### config.mk
export PLATFORM = sky130hd
export DESIGN_NAME = down_timer
export DESIGN_NICKNAME = d
export VERILOG_FILES = /design/src/rtl/timer_pkg.sv /design/src/rtl/down_count_core.sv /design/src/rtl/down_timer.sv
export SDC_FILE = /design/constraint.sdc
export NUM_CORES = 1
export LEC_CHECK = 0
export BUFFER_PORTS_ARGS = -buffer_cell sky130_fd_sc_hd__buf_2
export CAP_MARGIN = 15
export CORE_ASPECT_RATIO = 1.4
export CORE_MARGIN = 2
export CORE_UTILIZATION = 40
export CTS_CLUSTER_DIAMETER = 80
export DETAILED_ROUTE_END_ITERATION = 16
export PLACE_DENSITY = 0.7
export SETUP_SLACK_MARGIN = 0.15
export SYNTH_ARGS = -nofsm -noshare
export SYNTH_HDL_FRONTEND = slang
export SYNTH_SLANG_ARGS = --single-unit
### constraint.sdc
create_clock -name i_clk -period 5.85 [get_ports i_clk]
set_input_delay 0.8775 -clock i_clk [delete_from_list [all_inputs] [get_ports i_clk]]
set_output_delay 0.8775 -clock i_clk [all_outputs]
set_load 0.02 [all_outputs]
### src/rtl/timer_pkg.sv
`default_nettype none
// ============================================================================
// Module      : timer_pkg
// Description : Shared types and constants for the down_timer block.
//               - state_t : control state encoding (2 bits)
//               - c_default_width : default counter width
// Revision    : 1.0  initial release
// ============================================================================
package timer_pkg;

    localparam int c_default_width = 16;

    typedef enum logic [1:0] {
        ST_IDLE = 2'd0,
        ST_RUN  = 2'd1,
        ST_DONE = 2'd2
    } state_t;

endpackage
`default_nettype wire

### src/rtl/down_count_core.sv
`default_nettype none
// ============================================================================
// Module      : down_count_core
// Description : WIDTH-bit count register with clear, load and decrement
//               controls, plus a combinational "count equals one" flag.
//   i_clk      : clock, rising edge
//   i_rst_n    : asynchronous active-low reset, clears the count
//   i_clr      : synchronous clear (highest priority)
//   i_load     : load i_load_val
//   i_load_val : value to load
//   i_dec      : decrement by one (lowest priority)
//   o_count    : registered count
//   o_is_one   : high when o_count == 1
// Revision    : 1.0  initial release
// ============================================================================
module down_count_core
    import timer_pkg::*;
#(
    parameter int WIDTH = c_default_width
) (
    input  logic             i_clk,
    input  logic             i_rst_n,
    input  logic             i_clr,
    input  logic             i_load,
    input  logic [WIDTH-1:0] i_load_val,
    input  logic             i_dec,
    output logic [WIDTH-1:0] o_count,
    output logic             o_is_one
);

    logic [WIDTH-1:0] r_count;

    always_ff @(posedge i_clk or negedge i_rst_n) begin
        if (!i_rst_n) begin
            r_count <= '0;
        end else if (i_clr) begin
            r_count <= '0;
        end else if (i_load) begin
            r_count <= i_load_val;
        end else if (i_dec && (r_count != '0)) begin
            // Zero guard keeps the count from ever wrapping.
            r_count <= r_count - 1'b1;
        end
    end

    assign o_count  = r_count;
    assign o_is_one = (r_count == WIDTH'(1));

endmodule
`default_nettype wire

### src/rtl/down_timer.sv
`default_nettype none
// ============================================================================
// Module      : down_timer
// Description : Loadable one-shot countdown timer. A start in IDLE captures
//               i_len, the count decrements on each enabled clock, and
//               expiry is signalled by a one-cycle registered o_done pulse.
//               Optional macro DOWN_TIMER_AUTO_RELOAD_EN turns the timer
//               periodic: on expiry the count reloads from the captured
//               length and the timer stays in RUN until aborted or reset.
//   i_clk   : clock, rising edge
//   i_rst_n : asynchronous active-low reset
//   i_start : start request, sampled only in IDLE
//   i_len   : countdown length, captured with an accepted start
//   i_en    : count enable
//   i_abort : cancel a running countdown (priority over i_en)
//   o_busy  : high while in RUN
//   o_done  : one-cycle expiry pulse, registered
//   o_count : current remaining count, registered
// Revision    : 1.0  initial release
// ============================================================================
module down_timer
    import timer_pkg::*;
#(
    parameter int WIDTH = c_default_width
) (
    input  logic             i_clk,
    input  logic             i_rst_n,
    input  logic             i_start,
    input  logic [WIDTH-1:0] i_len,
    input  logic             i_en,
    input  logic             i_abort,
    output logic             o_busy,
    output logic             o_done,
    output logic [WIDTH-1:0] o_count
);

    state_t           r_state;
    state_t           w_state_next;
    logic             r_done;
    logic             w_done_evt;
    logic             w_clr;
    logic             w_load;
    logic             w_dec;
    logic [WIDTH-1:0] w_load_val;
    logic [WIDTH-1:0] w_count;
    logic             w_is_one;

`ifdef DOWN_TIMER_AUTO_RELOAD_EN
    logic [WIDTH-1:0] r_len;

    // Length is only needed to restart the countdown on each expiry.
    always_ff @(posedge i_clk or negedge i_rst_n) begin
        if (!i_rst_n) begin
            r_len <= '0;
        end else if ((r_state == ST_IDLE) && i_start && (i_len != '0)) begin
            r_len <= i_len;
        end
    end
`endif

    always_ff @(posedge i_clk or negedge i_rst_n) begin
        if (!i_rst_n) begin
            r_state <= ST_IDLE;
            r_done  <= 1'b0;
        end else begin
            r_state <= w_state_next;
            r_done  <= w_done_evt;
        end
    end

    always_comb begin
        w_state_next = r_state;
        w_clr        = 1'b0;
        w_load       = 1'b0;
        w_dec        = 1'b0;
        w_load_val   = i_len;
        w_done_evt   = 1'b0;
        case (r_state)
            ST_IDLE: begin
                if (i_start) begin
                    if (i_len != '0) begin
                        w_load       = 1'b1;
                        w_state_next = ST_RUN;
                    end else begin
                        // Zero length expires at once; count is already 0.
                        w_state_next = ST_DONE;
                        w_done_evt   = 1'b1;
                    end
                end
            end
            ST_RUN: begin
                if (i_abort) begin
                    w_clr        = 1'b1;
                    w_state_next = ST_IDLE;
                end else if (i_en) begin
                    if (w_is_one) begin
                        w_done_evt = 1'b1;
`ifdef DOWN_TIMER_AUTO_RELOAD_EN
                        w_load       = 1'b1;
                        w_load_val   = r_len;
`else
                        w_clr        = 1'b1;
                        w_state_next = ST_DONE;
`endif
                    end else begin
                        w_dec = 1'b1;
                    end
                end
            end
            ST_DONE: begin
                w_state_next = ST_IDLE;
            end
            default: begin
                w_clr        = 1'b1;
                w_state_next = ST_IDLE;
            end
        endcase
    end

    down_count_core #(
        .WIDTH (WIDTH)
    ) u_core (
        .i_clk      (i_clk),
        .i_rst_n    (i_rst_n),
        .i_clr      (w_clr),
        .i_load     (w_load),
        .i_load_val (w_load_val),
        .i_dec      (w_dec),
        .o_count    (w_count),
        .o_is_one   (w_is_one)
    );

    assign o_busy  = (r_state == ST_RUN);
    assign o_done  = r_done;
    assign o_count = w_count;

endmodule
`default_nettype wire
# [Word-level counts from Yosys, hierarchy flattened]
# Cells that the tools add are included.
# W data, S select, Z words.
[totals] ff_bits=19 in_bits=21 output_inout_bits=18 wordCells=41
[classes] add_sub_neg=1 eq_ne=6 n_mux=24 reduce_logical=7
[op_table] op="$mux W16" n=3
[op_table] op="$reduce_bool A16 Y1" n=2
[op_table] op="$eq A16 B1 Y1 const B" n=1
[op_table] op="$sub A16 B1 Y16 const B" n=1
[op_table] op="$mux W1" n=13
[op_table] op="$mux W2" n=5
[op_table] op="$pmux W1 S2" n=2
[op_table] op="$pmux W2 S2" n=1
[op_table] op="$ne A3 B2 Y1 const B" n=1
[op_table] op="$ne A3 B3 Y1 const B" n=1
[op_table] op="$reduce_and A3 Y1" n=1
[op_table] op="$reduce_bool A3 Y1" n=1
[op_table] op="$eq A2 B1 Y1 const B" n=1
[op_table] op="$eq A2 B2 Y1 const B" n=1
[op_table] op="$logic_not A2 Y1" n=1
[op_table] op="$ne A2 B2 Y1 const B" n=1
[op_table] op="$reduce_or A2 Y1" n=1
[op_table] op="$logic_and A1 B1 Y1" n=1

# [Logic depth before layout (Yosys ltp)]
# Gate-level depths: netlist of run 1.
[depth] word_depth=9 depth_mapped=8 depth_no_buf=7

# [Hierarchy]
# Synthesis of run 1 repeated with hierarchy kept, for this count alone.
[unflattened] hier_cells=147 area_unflattened_um2=1331.3
[modules_own_cells] module="down_count_core" n_inst=1 cells_per_inst=126 area_per_inst_um2=1123.6 seq_area_each_um2=400.4
[modules_own_cells] module="down_timer" n_inst=1 cells_per_inst=21 area_per_inst_um2=207.7 seq_area_each_um2=75.1

# [Worst setup path before layout of run 1]
# Ideal clock, no wire load.
[synth_path] path_type="in2reg" start="in i_len[0]" end="reg u_core.r_count[8], in the netlist u_core.o_count[8]" setup_ns=0.119 t_arrival_ns=2.299 required_ns=5.731 setup_slack_ns=3.432 stages=6 n_path_buf=1 cell_sequence="nor4_1 nand4_1 and2_1 clkbuf_1 a221oi_2 a21bo_1"
[synth_between] elab_chain_len=6 elab_cells_between_ends=7 cone_classes="mux (5); reduce/logical (2)"
[synth_rtl] item="start: declaration" line="down_timer.sv:29" source="input logic [WIDTH-1:0] i_len,"
[synth_rtl] item="$reduce_bool A16 Y1 *" line="down_timer.sv:81" source="if (i_len != '0) begin"
[synth_rtl] item="$mux W1 *" line="down_timer.sv:81"
[synth_rtl] item="$mux W1 *" line="down_timer.sv:80" source="if (i_start) begin"
[synth_rtl] item="$mux W1 *" line="down_timer.sv:78" source="case (r_state)"
[synth_rtl] item="$mux W16" line="down_count_core.sv:38" source="end else if (i_load) begin"
[synth_rtl] item="$mux W16" line="down_count_core.sv:36" source="end else if (i_clr) begin"
[synth_rtl] item="end signal: assignment" line="down_count_core.sv:39" source="r_count <= i_load_val;"
[synth_rtl] item="end signal: assignment" line="down_count_core.sv:42" source="r_count <= r_count - 1'b1;"
[synth_rtl] item="end: declaration" line="down_count_core.sv:31" source="logic [WIDTH-1:0] r_count;"
# Mark *: on every way between the ends. The rest lies on a longest branch, timed or not.
# A chain may end at the register's enable or synchronous reset.

# [Final worst setup path of run 1]
[layout_path] start="in i_len[3]" end="reg u_core.r_count[12], in the netlist u_core.o_count[12]"
# The elaborated chain is that of the path after synthesis.

==> results of run 1 <==
worst reg2reg max path: cells and delay by family, from the launching register on:
family / cells / cell delay (ns)
AOI/OAI and AO/OA: 2 / 0.49
adders and majority gates: 1 / 0.21
buffers and inverters: 1 / 0.14
DFF: 1 / 0.43
and+or+nand+nor: 3 / 1.16
through the flow:
step	setup WS [ns]	cells	utilization
floorplan	3.43	143	-
global placement	3.01	216	0.489
detailed placement	2.94	216	0.489
CTS	3.21	220	0.503
global route	3.03	220	0.503
finish	3.18	220	0.503
logic make-up (layout without fill, tap and decap cells):
| group | count (synthesis) | count (layout) | synth area share |
|---|---|---|---|
| and+or+nand+nor | 62 | 62 | 0.278 |
| AOI/OAI and AO/OA | 49 | 49 | 0.285 |
| DFF | 19 | 19 | 0.361 |
| buffers and inverters | 8 | 46 | 0.0342 |
| adders and majority gates | 3 | 3 | 0.0285 |
| xor gates and xnor gates | 2 | 2 | 0.0133 |
metal layers:
layer  vias up  global-route usage  wire (microns)
met3        16              0.0288             128
met2        39               0.363            1880
li1        637                   -               -
met4         0               0.123             139
met5         -                   0               0
met1       654               0.253            1480
cells in the mapped netlist, drive strengths merged (2+ instances only):
cell type / instances / share of area
a211o: 2 / 0.013
a211oi: 4 / 0.023
a21o: 2 / 0.012
a21oi: 10 / 0.038
a221o: 9 / 0.070
a32oi: 2 / 0.013
and2: 4 / 0.019
and3: 5 / 0.028
buf: 2 / 0.017
clkbuf: 2 / 0.0057
dfrtp: 19 / 0.36
ha: 3 / 0.028
inv: 4 / 0.011
nand2: 13 / 0.037
nand2b: 3 / 0.014
nand3: 3 / 0.011
nand4: 2 / 0.0095
nor2: 9 / 0.026
nor3: 5 / 0.019
nor4: 5 / 0.028
o21ai: 9 / 0.034
o31ai: 3 / 0.017
o32ai: 2 / 0.013
or2: 2 / 0.0095
or3: 4 / 0.020
or4: 2 / 0.014
xor2: 2 / 0.013
worst min path at each step:
| stage | startpoint | end | cells past startpoint |
|---|---|---|---|
| 2_1_floorplan | r_state[1]$_DFFE_PN0P_ | o_done$_DFF_PN0_ | 3 |
| 5_1_grt | i_rst_n | r_state[0]$_DFFE_PN0P_ | 1 |
| 6_report | i_rst_n | u_core.o_count[10]$_DFFE_PN0P_ | 1 |
| 3_5_place_dp | u_core.o_count[15]$_DFFE_PN0P_ | u_core.o_count[15]$_DFFE_PN0P_ | 1 |
| 3_3_place_gp | u_core.o_count[4]$_DFFE_PN0P_ | u_core.o_count[4]$_DFFE_PN0P_ | 2 |
| 4_1_cts | i_rst_n | r_state[0]$_DFFE_PN0P_ | 1 |
layout by cell type, fill, tap and decap left out, types with 3 or more instances in the layout:
| cell | n |
|---|---|
| inv_1 | 4 |
| a211oi_1 | 4 |
| buf_2 | 38 |
| or3_1 | 3 |
| nand3_1 | 3 |
| dfrtp_1 | 19 |
| ha_1 | 3 |
| and3_1 | 4 |
| nand2_1 | 13 |
| clkbuf_8 | 3 |
| a221o_1 | 7 |
| nand2b_1 | 3 |
| o21ai_0 | 9 |
| nor4_1 | 4 |
| nor3_1 | 5 |
| and2_1 | 4 |
| nor2_1 | 9 |
| a21oi_1 | 10 |
| o31ai_1 | 3 |
cell type report:
| type | count | area, sq um | area share |
|---|---|---|---|
| multi-input cells | 116 | 797 | 0.507 |
| flip-flops and latches | 19 | 475 | 0.303 |
| repair buffers | 38 | 190 | 0.121 |
| well taps | 39 | 48.8 | 0.0311 |
| clock buffers | 4 | 45.0 | 0.0287 |
| inverters | 4 | 15.0 | 0.00955 |
sequential cells by signal, indices dropped and copies added, names as in the netlist:
register and cells:
o_done 1, u_core.o_count 16, r_state 2
power groups by stage:
stage               registers (W)  clock network (W)  logic, W
global placement         0.000203                  0  0.000232
floorplan                0.000229                  0  0.000141
global route             0.000210           0.000101  0.000262
CTS                      0.000202          0.0000967  0.000238
detailed placement       0.000205                  0  0.000238
finish                   0.000204          0.0000923  0.000238
==> flow_summary.toml, run 1 <==
[floorplan]
fp.dieW_microns = 52.5
rows = 24
die_h_microns = 71.9
core_area_sq_um = 3120
die_area_sq_um = 3780
io_pins = 39
initial_core_util = 0.422

[route]
via_per_inst = 6.12
wire_per_inst_microns = 16.5
vias = 1346
postRouteAntennaNets = 0
wl_microns = 3630
drc = 0
drt_iter0_drc = 52
drt-pass1-iter-count = 4

[synthesis]
synthDistinctLibCells = 44
synth_warnings = 0
synth_edf_count = 0
yosys_most_used_dff = "dfrtp_1"
yosysSeqAreaShare = 0.361
async_flop_share = 1.00
avgSynthCellArea_sq_um = 9.21
synth_cells = 143
ys_ff_latch = 19
synth.net_count = 167
synth_area_sq_um = 1320

[pwr]
p_leak_nw = 0.732
power.density_nw_per_um2 = 340
peakVddDrop_v = 0.000176
comb_power_share = 0.446
p_int_w = 0.000303
swShare = 0.433
p_switching_w = 0.000231
sequentialPowerShare = 0.381
clock_power_share = 0.173
p_total_w = 0.000534

[critical_path]
cp.depth = 6
cp.required_ns = 6.00
crit_buf_inv = 1
arrival_ns = 2.82
endpoint_kind = "flip-flop"
r2r_cells = 7
critPathMaxStageDelay_ns = 0.45
worstReg2RegEnd = "u_core.o_count[12]$_DFFE_PN0P_"
worstSetupStartpointType = "input pin"
crit_slowest_cell = "and2_1"
worstSetupPathType = "input pin to flip-flop"
crit_chain = "buf_2 -> nor4_1 -> nand4_1 -> and2_1 -> a221o_1 -> a2bb2oi_2"
endpoint = "u_core.o_count[12]$_DFFE_PN0P_"
ff2ff_setup_slack_ns = 3.31
cp_max_fo = 11
worstSetupStartpoint = "i_len[3]"
r2r_start = "u_core.o_count[1]$_DFFE_PN0P_"
critPathTopFamily = "simple AND/OR/NAND/NOR gates"

[timing]
fin_crit_sh = 0.457
worst_pin_slew_ns = 0.623
period_needed_ns = 2.67
timing.slew.headroom = 0.585
tns_ns = 0
rsz0062_at_grt = "false"
skew_ns = 0.00319
hold_viol_final = 0
fmax_ghz = 0.374
finalSetupViolCount = 0
drv_slew = 0
hold_slack_ns = 0.555

[clocking]
root_buffer = "clkbuf_8"
insertion_delay_ns = 0.25
h-tree-depth = 1
cts_tree = "yes"
cts_max_path_buffers = 2
cts_resized = 0
clkSinkCount = 19
cts_hold_buf = 0
clkTransAtPathRegs_ns = 0.07
postCtsSetupBuffers = 0
cts_buffers = 3

[grt]
antenna_found_initial = 0
grt_pass1_vias = 1365
track_usage = 0.214
grt_max_degree = 20
grt_pass1_wl_microns = 6150
grt_overflow = 0

[placed_design]
portBuffers = 38
placed_cell_area_sq_um = 1530
hpwl_microns = 2820
gp_congestion = 0.860

[layout]
syn2layout_area_growth_pct = 19.3
nNetsFinal = 206
fillers = 322
final_area_sq_um = 1570
drive_gt1_frac = 0.293
antenna_cells = 0

[flow_run]
maxCapViolCount = 0

[worst_hold_path]
min_path_type = "input pin to asynchronous set/reset pin"

[run_status]
outcome = "finished, final reports clean"
Note: power is estimated with default switching activity, not from simulation.
==> run 2, diff against run 1 <==
==> constraint.sdc (replaced) <==
create_clock -name i_clk -period 2.6 [get_ports i_clk]
set_input_delay 0.39 -clock i_clk [delete_from_list [all_inputs] [get_ports i_clk]]
set_output_delay 0.39 -clock i_clk [all_outputs]
set_load 0.02 [all_outputs]
==> flow_summary.toml, run 2 (same netlist as run 1, synthesis figures left out) <==
[critical_path]
arrival_ns = 2.48
worstSetupPathType = "flip-flop to flip-flop"
crit_buf_inv = 0
endpoint_kind = "flip-flop"
crit_chain = "or4_4 -> nor4b_4 -> a21oi_1 -> a221oi_2 -> a21bo_1"
crit_slowest_cell = "or4_4"
worstSetupStartpointType = "flip-flop"
critPathTopFamily = "simple AND/OR/NAND/NOR gates"
critPathMaxStageDelay_ns = 0.59
cp_max_fo = 7
cp.required_ns = 2.75

[floorplan]
die_area_sq_um = 3780
die_h_microns = 71.9
fp.dieW_microns = 52.5
initial_core_util = 0.422
rows = 24
io_pins = 39
core_area_sq_um = 3120

[grt]
use_met1 = 0.283
grt_util_met3 = 0.0309
top_usage_layer = "met2"
grt_pass1_wl_microns = 6310
grt_use_met2 = 0.346
antenna_found_initial = 0
grt_pass1_vias = 1368
track_usage = 0.217
grt_max_degree = 20
grt_overflow = 0

[route]
vias = 1359
drc = 0
wl_microns = 3870
wire_per_inst_microns = 17.4
via_per_inst = 6.09
drt_iter0_drc = 84
drt-pass1-iter-count = 4
postRouteAntennaNets = 0

[layout]
antenna_cells = 0
final_cell_mix = "buf_2 (38), dfrtp_1 (19), nand2_1 (13)"
nNetsFinal = 209
fillers = 298
fin_cells = 223
syn2layout_area_growth_pct = 22.4
largest_reg_flops = 16
drive_gt1_frac = 0.310
final_util = 0.516
mostFrequentLayoutCell = "buf_2"

[clocking]
cts_tree = "yes"
postCtsSetupBuffers = 0
insertion_delay_ns = 0.26
cts_buffers = 3
clkSinkCount = 19
cts_hold_buf = 0
clkTransAtPathRegs_ns = 0.08
cts_resized = 0
cts_max_path_buffers = 2
root_buffer = "clkbuf_8"
h-tree-depth = 1

[flow_run]
maxCapViolCount = 0

[timing]
skew_ns = 0.00505
hold_viol_final = 0
fin_crit_sh = 0.895
worst_pin_slew_ns = 0.629
timing.slew.headroom = 0.581
finalSetupViolCount = 0
rsz0062_at_grt = "false"
drv_slew = 0
tns_ns = 0
period_needed_ns = 2.33
fmax_ghz = 0.430

[worst_hold_path]
min_path_type = "input pin to asynchronous set/reset pin"

[placed_design]
numPlacedInstances = 219
hpwl_microns = 2910
gp_congestion = 0.894
portBuffers = 38

[pwr]
power.density_nw_per_um2 = 768
p_leak_nw = 0.750
peakVddDrop_v = 0.000332

[run_status]
outcome = "finished, final reports clean"
-- run 2: changes by cell type in the layout (fill, tap and decap cells not counted) --
cell,delta
a21o_2,-1
nor4_4,+1
or4b_4,+1
a21o_4,+1
nor4_2,-1
buf_4,+3
or4b_1,-1
-- run 2: routing by layer --
| layer | routed length, microns | vias up |
|---|---|---|
| li1 | - | 648 |
| met1 | 1540 | 657 |
| met2 | 2090 | 44 |
| met3 | 163 | 10 |
| met4 | 77 | 0 |
| met5 | 0 | - |
-- run 2: per-stage QoR --
step / hold WS, ns / setup slack, ns / total power [W] / instance area [sq um]
final: 0.0761 / 0.274 / 0.00124 / 1610
after global routing: 0.112 / 0.154 / 0.00132 / 1610
after CTS: 0.0890 / 0.206 / 0.00123 / 1590
after detailed placement: 0.372 / 0.244 / 0.00101 / 1550
after global placement: 0.360 / 0.256 / 0.000995 / 1550
after floorplan: 0.0944 / 0.320 / 0.000832 / 1320
-- run 2: report_power, final --
group	switching [W]	internal (W)	leakage, nW	total (W)
logic	0.000337	0.000231	0.483	0.000568
registers	0.000104	0.000356	0.244	0.000460
clock network	0.000101	0.000109	0.0228	0.000210
total	0.000542	0.000696	0.750	0.00124
-- run 2: final cells by class --
class	count	area [sq um]	share of cell area
multi-input combinational	116	816	0.506
sequential	19	475	0.295
timing repair buffer	41	213	0.132
tap	39	48.8	0.0303
clock buffer	4	45.0	0.0279
inverter	4	15.0	0.00931
-- run 2: final timing paths --
| path | start | end | slack, ns | cells past startpoint |
|---|---|---|---|---|
| max reg2reg | u_core.o_count[13]$_DFFE_PN0P_ | u_core.o_count[8]$_DFFE_PN0P_ | 0.27 | 5 |
| min in group i_clk | i_len[6] | u_core.o_count[6]$_DFFE_PN0P_ | 0.38 | 2 |
| max in group asynchronous | i_rst_n | u_core.o_count[15]$_DFFE_PN0P_ | 2.21 | 1 |
| min reg2reg | u_core.o_count[7]$_DFFE_PN0P_ | u_core.o_count[7]$_DFFE_PN0P_ | 0.58 | 1 |
| max | u_core.o_count[13]$_DFFE_PN0P_ | u_core.o_count[8]$_DFFE_PN0P_ | 0.27 | 5 |
| min | i_rst_n | r_state[0]$_DFFE_PN0P_ | 0.08 | 1 |
==> run 3, diff against run 2 <==
--- a/config.mk
+++ b/config.mk
@@ -8,11 +8,12 @@
 export BUFFER_PORTS_ARGS = -buffer_cell sky130_fd_sc_hd__buf_2
 export CAP_MARGIN = 15
 export CORE_ASPECT_RATIO = 1.4
-export CORE_MARGIN = 2
-export CORE_UTILIZATION = 40
+export CORE_MARGIN = 8
+export CORE_UTILIZATION = 50
+export CTS_BUF_LIST = sky130_fd_sc_hd__clkbuf_16
 export CTS_CLUSTER_DIAMETER = 80
 export DETAILED_ROUTE_END_ITERATION = 16
-export PLACE_DENSITY = 0.7
+export PLACE_DENSITY = 0.84
 export SETUP_SLACK_MARGIN = 0.15
 export SYNTH_ARGS = -nofsm -noshare
 export SYNTH_HDL_FRONTEND = slang
==> flow_summary.toml, run 3 (same netlist as run 1, synthesis figures left out) <==
[layout]
largest_reg_flops = 16
final_util = 0.642
final_cell_mix = "buf_2 (38), dfrtp_1 (19), nand2_1 (13)"
drive_gt1_frac = 0.310
mostFrequentLayoutCell = "buf_2"
syn2layout_area_growth_pct = 24.7
nNetsFinal = 209
antenna_cells = 0

[timing]
fmax_ghz = 0.424
drv_slew = 0
tns_ns = 0
skew_ns = 0.000833
timing.slew.headroom = 0.562
worst_pin_slew_ns = 0.657
fin_crit_sh = 0.907
rsz0062_at_grt = "false"
finalSetupViolCount = 0
period_needed_ns = 2.36
hold_viol_final = 0

[pwr]
p_leak_nw = 0.770
peakVddDrop_v = 0.000406
power.density_nw_per_um2 = 826

[critical_path]
worstSetupStartpointType = "flip-flop"
cp_max_fo = 7
critPathMaxStageDelay_ns = 0.59
crit_slowest_cell = "or4_4"
crit_buf_inv = 0
cp.required_ns = 2.73
crit_chain = "or4_4 -> nor4b_4 -> a21oi_1 -> a221o_1 -> a2bb2oi_2"
arrival_ns = 2.49
endpoint_kind = "flip-flop"
critPathTopFamily = "simple AND/OR/NAND/NOR gates"
worstSetupPathType = "flip-flop to flip-flop"

[placed_design]
portBuffers = 38
hpwl_microns = 2980
gp_congestion = 0.863

[clocking]
clkTransAtPathRegs_ns = 0.05
h-tree-depth = 1
insertion_delay_ns = 0.25
cts_max_path_buffers = 2
clkSinkCount = 19
root_buffer = "clkbuf_16"
cts_buffers = 3
cts_tree = "yes"

[floorplan]
rows = 22
die_area_sq_um = 4560
fp.dieW_microns = 59.4
initial_core_util = 0.515
io_pins = 39
core_area_sq_um = 2560
die_h_microns = 76.7

[route]
drt-pass1-iter-count = 4
postRouteAntennaNets = 0
wire_per_inst_microns = 19.0
wl_microns = 4170
drt_iter0_drc = 99
vias = 1443
via_per_inst = 6.56
drc = 0

[grt]
grt_max_degree = 20
track_usage = 0.187
antenna_found_initial = 0
grt_overflow = 0
grt_pass1_wl_microns = 6810
grt_pass1_vias = 1504

[run_status]
outcome = "finished, final reports clean"

[flow_run]
maxCapViolCount = 0

[worst_hold_path]
min_path_type = "input pin to asynchronous set/reset pin"
-- run 3: changes by cell type in the layout (fill, tap and decap cells not counted) --
cell,before,now
clkbuf_16,0,3
clkbuf_8,3,0
inv_1,4,5
clkbuf_1,1,0
-- run 3: final cells by class --
cell class | count | area, sq um
inverters | 4 | 15.0
multi-input cells | 116 | 816
clock buffers | 3 | 75.1
flip-flops and latches | 19 | 475
repair buffers | 41 | 213
well taps | 36 | 45.0
fillers | 215 | 917
clock inverters | 1 | 3.75
-- run 3: layer usage --
metal / global-route usage / part of all wire / vias up
li1: - / - / 646
met1: 0.211 / 0.38 / 682
met2: 0.309 / 0.50 / 89
met3: 0.0334 / 0.068 / 26
met4: 0.118 / 0.053 / 0
met5: 0 / 0 / -
-- run 3: through the flow --
step / total power (W) / std cells / area (sq um) / worst slack, ns / hold WS [ns]
floorplan: 0.000832 / 143 / 1320 / 0.320 / 0.0944
CTS: 0.00134 / 220 / 1620 / 0.206 / 0.0957
global placement: 0.000992 / 216 / 1550 / 0.287 / 0.352
detailed placement: 0.00101 / 216 / 1550 / 0.223 / 0.360
global route: 0.00143 / 220 / 1640 / 0.140 / 0.116
finish: 0.00136 / 220 / 1640 / 0.241 / 0.0794
-- run 3: what timing repair did --
action	in CTS	in global routing
resized for setup	0	3
endpoints found under the setup margin	0	5
buffers inserted	0	0
hold buffers	0	0
-- run 3: final timing paths --
kind / start / end / slack, ns / cells past startpoint
setup / recovery: u_core.o_count[13]$_DFFE_PN0P_ / u_core.o_count[12]$_DFFE_PN0P_ / 0.24 / 5
max in group asynchronous: i_rst_n / u_core.o_count[11]$_DFFE_PN0P_ / 2.21 / 1
hold reg to reg: u_core.o_count[7]$_DFFE_PN0P_ / u_core.o_count[7]$_DFFE_PN0P_ / 0.58 / 1
setup reg to reg: u_core.o_count[13]$_DFFE_PN0P_ / u_core.o_count[12]$_DFFE_PN0P_ / 0.24 / 5
min in group i_clk: i_len[11] / u_core.o_count[11]$_DFFE_PN0P_ / 0.38 / 2
hold / removal: i_rst_n / u_core.o_count[6]$_DFFE_PN0P_ / 0.08 / 1
-- run 3: power by group --
part / total (W) / switching, W / leakage (nW) / internal [W]
combinational: 0.000577 / 0.000346 / 0.483 / 0.000231
sequential: 0.000465 / 0.000108 / 0.244 / 0.000357
clock: 0.000315 / 0.000110 / 0.0423 / 0.000205
total: 0.00136 / 0.000564 / 0.770 / 0.000793
